## src/rtl/actuador_puertas_pkg.sv

```systemverilog
// Door actuator shared encodings: status word and command word, common with the door controller.
package actuador_puertas_pkg;

    typedef enum logic [1:0] {
        PT_CERRADA  = 2'b00,
        PT_ABIERTA  = 2'b01,
        PT_CERRANDO = 2'b10,
        PT_ABRIENDO = 2'b11
    } estado_t;

    localparam logic [1:0] CMD_NADA   = 2'b00;
    localparam logic [1:0] CMD_ABRIR  = 2'b01;
    localparam logic [1:0] CMD_CERRAR = 2'b10;

endpackage

```

## src/rtl/actuador_puertas_temporizador.sv

```systemverilog
// Saturating up-counter with sync clear and enable; lleno_o is registered and high while count==LIMIT.
// Latency: lleno_o follows the count on the same edge; no backpressure (free-running when enabled).
module temporizador_puertas #(
    parameter int LIMIT = 50,
    parameter int W     = $clog2(LIMIT + 1)
) (
    input  logic         clk,
    input  logic         rst_n,
    input  logic         clr_i,
    input  logic         en_i,
    output logic [W-1:0] cnt_o,
    output logic         lleno_o
);

    localparam logic [W-1:0] LIM = W'(LIMIT);

    logic [W-1:0] cnt_q, cnt_d;
    logic         lleno_q;

    always_comb begin
        cnt_d = cnt_q;
        if (clr_i) begin
            cnt_d = '0;
        end else if (en_i && (cnt_q != LIM)) begin
            cnt_d = cnt_q + W'(1);
        end
    end

    always_ff @(posedge clk or negedge rst_n) begin
        if (!rst_n) begin
            cnt_q   <= '0;
            lleno_q <= 1'b0;
        end else begin
            cnt_q   <= cnt_d;
            lleno_q <= (cnt_d == LIM);
        end
    end

    assign cnt_o   = cnt_q;
    assign lleno_o = lleno_q;

endmodule

```

## src/rtl/actuador_puertas.sv

```systemverilog
// Door leaf actuator: runs travel, dwell and reopen bookkeeping from the controller's command bus.
// All outputs registered (one edge from command); no backpressure, commands are sampled every cycle.
module actuador_puertas
    import actuador_puertas_pkg::*;
#(
    parameter int T_TRAVEL   = 8,
    parameter int T_DWELL    = 50,
    parameter int MAX_REOPEN = 3
) (
    input  logic                          clk,
    input  logic                          rst_n,
    input  logic [1:0]                    salida_puertas,
    input  logic                          sensor,
    output logic [1:0]                    puertas,
    output logic                          timeout,
    output logic                          cerrada,
    output logic                          obstruccion,
    output logic [$clog2(T_TRAVEL+1)-1:0] posicion
);

    localparam int PW = $clog2(T_TRAVEL + 1);
    localparam int RW = $clog2(MAX_REOPEN + 1);
    localparam int DW = $clog2(T_DWELL + 1);
    localparam logic [PW-1:0] POS_MAX = PW'(T_TRAVEL);
    localparam logic [RW-1:0] REO_MAX = RW'(MAX_REOPEN);

    estado_t       state_q, state_d;
    logic [PW-1:0] pos_q, pos_d;
    logic [RW-1:0] reopen_q, reopen_d;
    logic          cerrada_q, obs_q;
    logic          dwell_clr;
    logic [DW-1:0] dwell_cnt;
    logic          dwell_lleno;

    always_comb begin
        state_d  = state_q;
        pos_d    = pos_q;
        reopen_d = reopen_q;
        case (state_q)
            PT_CERRADA: begin
                if (salida_puertas == CMD_ABRIR) state_d = PT_ABRIENDO;
            end
            PT_ABRIENDO: begin
                // A reversal freezes the leaf for one edge before it starts moving back.
                if (salida_puertas == CMD_CERRAR) begin
                    state_d = PT_CERRANDO;
                end else if (pos_q >= POS_MAX - PW'(1)) begin
                    state_d = PT_ABIERTA;
                    pos_d   = POS_MAX;
                end else begin
                    pos_d = pos_q + PW'(1);
                end
            end
            PT_ABIERTA: begin
                if ((salida_puertas == CMD_CERRAR) && !sensor) state_d = PT_CERRANDO;
            end
            PT_CERRANDO: begin
                if (sensor) begin
                    state_d = PT_ABRIENDO;
                    if (reopen_q != REO_MAX) reopen_d = reopen_q + RW'(1);
                end else if (salida_puertas == CMD_ABRIR) begin
                    state_d = PT_ABRIENDO;
                end else if (pos_q <= PW'(1)) begin
                    state_d = PT_CERRADA;
                    pos_d   = '0;
                end else begin
                    pos_d = pos_q - PW'(1);
                end
            end
            default: state_d = PT_CERRADA;
        endcase
        if (state_d == PT_CERRADA) reopen_d = '0;
    end

    // Dwell only accumulates across consecutive OPEN cycles with no activity.
    assign dwell_clr = (state_q != PT_ABIERTA) || (state_d != PT_ABIERTA) ||
                       sensor || (salida_puertas == CMD_ABRIR);

    temporizador_puertas #(
        .LIMIT (T_DWELL),
        .W     (DW)
    ) u_dwell (
        .clk     (clk),
        .rst_n   (rst_n),
        .clr_i   (dwell_clr),
        .en_i    (1'b1),
        .cnt_o   (dwell_cnt),
        .lleno_o (dwell_lleno)
    );

    always_ff @(posedge clk or negedge rst_n) begin
        if (!rst_n) begin
            state_q   <= PT_CERRADA;
            pos_q     <= '0;
            reopen_q  <= '0;
            cerrada_q <= 1'b1;
            obs_q     <= 1'b0;
        end else begin
            state_q   <= state_d;
            pos_q     <= pos_d;
            reopen_q  <= reopen_d;
            cerrada_q <= (state_d == PT_CERRADA);
            obs_q     <= (reopen_d == REO_MAX);
        end
    end

    assign puertas     = state_q;
    assign posicion    = pos_q;
    assign cerrada     = cerrada_q;
    assign obstruccion = obs_q;
    assign timeout     = dwell_lleno;

    logic unused_dwell;
    assign unused_dwell = ^dwell_cnt;

endmodule

```

## config.mk

```make
export PLATFORM = sky130hd
export DESIGN_NAME = actuador_puertas
export DESIGN_NICKNAME = d
export VERILOG_FILES = /design/src/rtl/actuador_puertas_pkg.sv /design/src/rtl/actuador_puertas_temporizador.sv /design/src/rtl/actuador_puertas.sv
export SDC_FILE = /design/constraint.sdc
export NUM_CORES = 1
export LEC_CHECK = 0
export ABC_AREA = 0
export CAP_MARGIN = 25
export CORE_UTILIZATION = 45
export CTS_CLUSTER_SIZE = 10
export DETAILED_ROUTE_END_ITERATION = 7
export DONT_BUFFER_PORTS = 1
export PLACE_DENSITY_LB_ADDON = 0.15
export SLEW_MARGIN = 10
export SYNTH_ARGS = -nofsm -noshare
export SYNTH_HDL_FRONTEND = slang
export SYNTH_HIERARCHICAL = 1
export SYNTH_SLANG_ARGS = --single-unit
export TNS_END_PERCENT = 50
```

## constraint.sdc

```tcl
create_clock -name clk -period 2.55 [get_ports clk]
set_input_delay 0.51 -clock clk [delete_from_list [all_inputs] [get_ports clk]]
set_output_delay 0.51 -clock clk [all_outputs]
set_load 0.01 [all_outputs]
```

==> results.cfg <==
[synthesis]
ys_top_cells_by_area = dfrtp_1 (36%), ha_1 (5.6%), a21oi_1 (4.0%), mux2i_1 (3.6%), nor2_1 (3.0%)
synthArstFlopShare_pct = 100.0
syn_inst = 117
netlist_top_cells_count = dfrtp_1 (16), a21oi_1 (9), nor2_1 (9)
synth_flop_cell = dfrtp_1
yosys.area.top_type = dfrtp_1
yosysTopAreaCellShare_pct = 35.91
avgSynthCellArea_um2 = 9.528
ys_ff_latch = 17
yosysSeqAreaShare_pct = 38.27
synth_most_common_cell = dfrtp_1
synth_edf_count = 0
syn-cell-area_um2 = 1115
ys_types = 42
yosysWarnings = 6

[cts]
clk_pin_slew_ps = 110
cts_setup_buffers = 0
clockBufferDepth = 2
numCtsBuffers = 3
cts_tree = built
ctsRootBufferMaster = clkbuf_4
cts_sinks = 17
worstSkewPairLatency_ps = 290
h-tree-depth = 1

[floorplan]
die_area_um2 = 2681
initial_utilization_pct = 48.98
io_pins = 14
fp.dieH_um = 51.78
fp-row-count = 17
core_um2 = 2276
dieWidth_um = 51.78

[power]
p_seq_share_pct = 49.9
powerDensity_nw_per_um2 = 809.0
vdd_drop_max_v = 0.0005321
clkPwrFrac_pct = 15.4
p_int_w = 0.0005461
power.switching_w = 0.0004035
power.leakage_nw = 0.5432
p_sw_share_pct = 42.49
comb_power_share_pct = 34.7

[sta]
rsz0062_at_grt = false
layout_setup_ws_ps = 654.6
clock_skew_ps = 11.53
hold_violations = 0
final-max-slew-violation-count = 0
timing.fmax_mhz = 527.6
slew_headroom_pct = 49.86
final.period_utilization_pct = 74.33
finalSetupTns_ps = 0
worst_pin_slew_ps = 749.6
finalCriticalPeriod_ps = 1895
final-setup-viol-count = 0

[placed_design]
dp.cells = 146
place_ws_ps = 640.4
dpl-instance-area_um2 = 1136
port_buffers = 0
dp_hpwl_um = 1523
gp_congestion = 0.7773

[run]
drv_cap = 0

[routing]
wire_per_inst_um = 13.89
vias = 842
first_pass_iters = 5
ant_nets = 0
drt_iter0_markers = 8
wl_um = 2097
drc_errors = 0
post_drt_via_cell_ratio = 5.576

[final_layout]
postLayoutCellArea_um2 = 1174
fin_util_pct = 51.57
multi_input_comb_area_um2 = 648.1
final_nets = 134
diodes = 0
drive_above_1_share_pct = 9.756
stdcell_count = 151
synthToLayoutAreaGrowth_pct = 5.275
final-seq-area_um2 = 426.7
fill_cells = 207

[setup_path]
critical_path_arrival_ps = 2080
cp-start-kind = flip-flop
path_max_fanout = 6
cp-end-kind = flip-flop
crit_type = reg -> reg
required_ps = 2740

[global_route]
grt_use_total_pct = 17.95
grt_pass1_wl_um = 3594
grt-ovfl-total = 0
grt_pass1_vias = 807
antenna_found_initial = 0
grt_max_degree = 17

[min_path]
hp-class = in -> async

[status]
status = completed
==> per-layer routing <==
| metal | routed length, µm | track usage, % | part of all wire (%) | vias to the layer above |
|---|---|---|---|---|
| li1 | - | - | - | 424 |
| met1 | 1033 | 22.69 | 49 | 402 |
| met2 | 994 | 30.95 | 47 | 12 |
| met3 | 42 | 2.924 | 2.0 | 4 |
| met4 | 26 | 5.856 | 1.2 | 0 |
| met5 | 0 | 0 | 0 | - |
==> power by group through the flow <==
stage	logic, W	registers (W)	clock network, W
floorplan	0.000329	0.000418	0
global placement	0.000320	0.000477	0
detailed placement	0.000325	0.000478	0
CTS	0.000332	0.000474	0.000150
global route	0.000376	0.000489	0.000163
finish	0.000329	0.000474	0.000146
==> cell families (layout without fill, tap and decap cells) <==
| group | Yosys count | count (layout) | share of synthesized area, % |
|---|---|---|---|
| xor gates and xnor gates | 5 | 5 | 3.929 |
| buffers and inverters | 11 | 12 | 5.275 |
| muxes | 4 | 4 | 3.592 |
| and+or+nand+nor | 44 | 44 | 24.13 |
| DFF | 17 | 17 | 38.27 |
| adders and majority gates | 5 | 5 | 5.612 |
| AOI/OAI and AO/OA | 30 | 30 | 18.86 |
| other | 1 | 6 | 0.3364 |
==> critical path, stage by stage (launching register included) <==
cell,delay (ps)
dfrtp_1,480
inv_1,130
ha_1,210
nor2_1,70
or4b_4,510
a211oi_4,300
nor3_1,90
==> flip-flops by register name, summed over array words and instances (netlist names) <==
signal and cells:
u_dwell/cnt_o 6, posicion 4, puertas 2, reopen_q 2, cerrada 1, obstruccion 1
u_dwell/lleno_o 1
==> per-stage QoR <==
stage	hold slack, ps	total power, W
6_report	39.76	0.0009495
5_1_grt	13.99	0.001028
4_1_cts	34.07	0.0009554
3_5_place_dp	214.7	0.0008033
3_3_place_gp	214.7	0.0007970
2_1_floorplan	214.4	0.0007470
==> final cells by class <==
| type | count | share of cell area, % |
|---|---|---|
| multi-input cells | 94 | 55.22 |
| flip-flops and latches | 17 | 36.35 |
| well taps | 28 | 2.985 |
| inverters | 7 | 2.239 |
| clock buffers | 3 | 1.919 |
| repair buffers | 1 | 0.8529 |
| clock inverters | 1 | 0.4264 |
==> cells in the final DEF (no fill, tap or decap), drive strengths merged, types with 2 or more instances in the layout <==
master / Yosys / layout
dfrtp: 16 / 16
nor2: 10 / 10
a21oi: 9 / 9
inv: 7 / 7
nand2: 6 / 6
conb: 1 / 6
nor2b: 5 / 5
nand2b: 5 / 5
nor3: 5 / 5
a31oi: 5 / 5
ha: 5 / 5
o21ai: 5 / 5
mux2i: 4 / 4
and2: 3 / 3
clkbuf: 0 / 3
xor2: 3 / 3
xnor2: 2 / 2
nand3: 2 / 2
a211oi: 2 / 2
nand4: 2 / 2
nand3b: 2 / 2
==> final timing paths <==
check	slack, ps	from	endpoint	depth (start not counted)
setup / recovery	650	posicion[0]$_DFFE_PN0P_	reopen_q[0]$_DFF_PN0_	6
hold / removal	40	rst_n	cerrada$_DFF_PN1_	0
setup reg to reg	650	posicion[0]$_DFFE_PN0P_	reopen_q[0]$_DFF_PN0_	6
hold reg to reg	540	reopen_q[1]$_DFF_PN0_	obstruccion$_DFF_PN0_	2
max in group asynchronous	1360	rst_n	u_dwell/cnt_o[4]$_DFF_PN0_	1
min in group clk	410	sensor	reopen_q[1]$_DFF_PN0_	2
==> timing repair <==
action | 4_1_cts | 5_1_grt
endpoints found under the hold margin | 16 | 0
hold buffers | 1 | 0
setup endpoints to repair | 0 | 0
resized for setup | 0 | 0
Power figures use the tool's default switching activity.
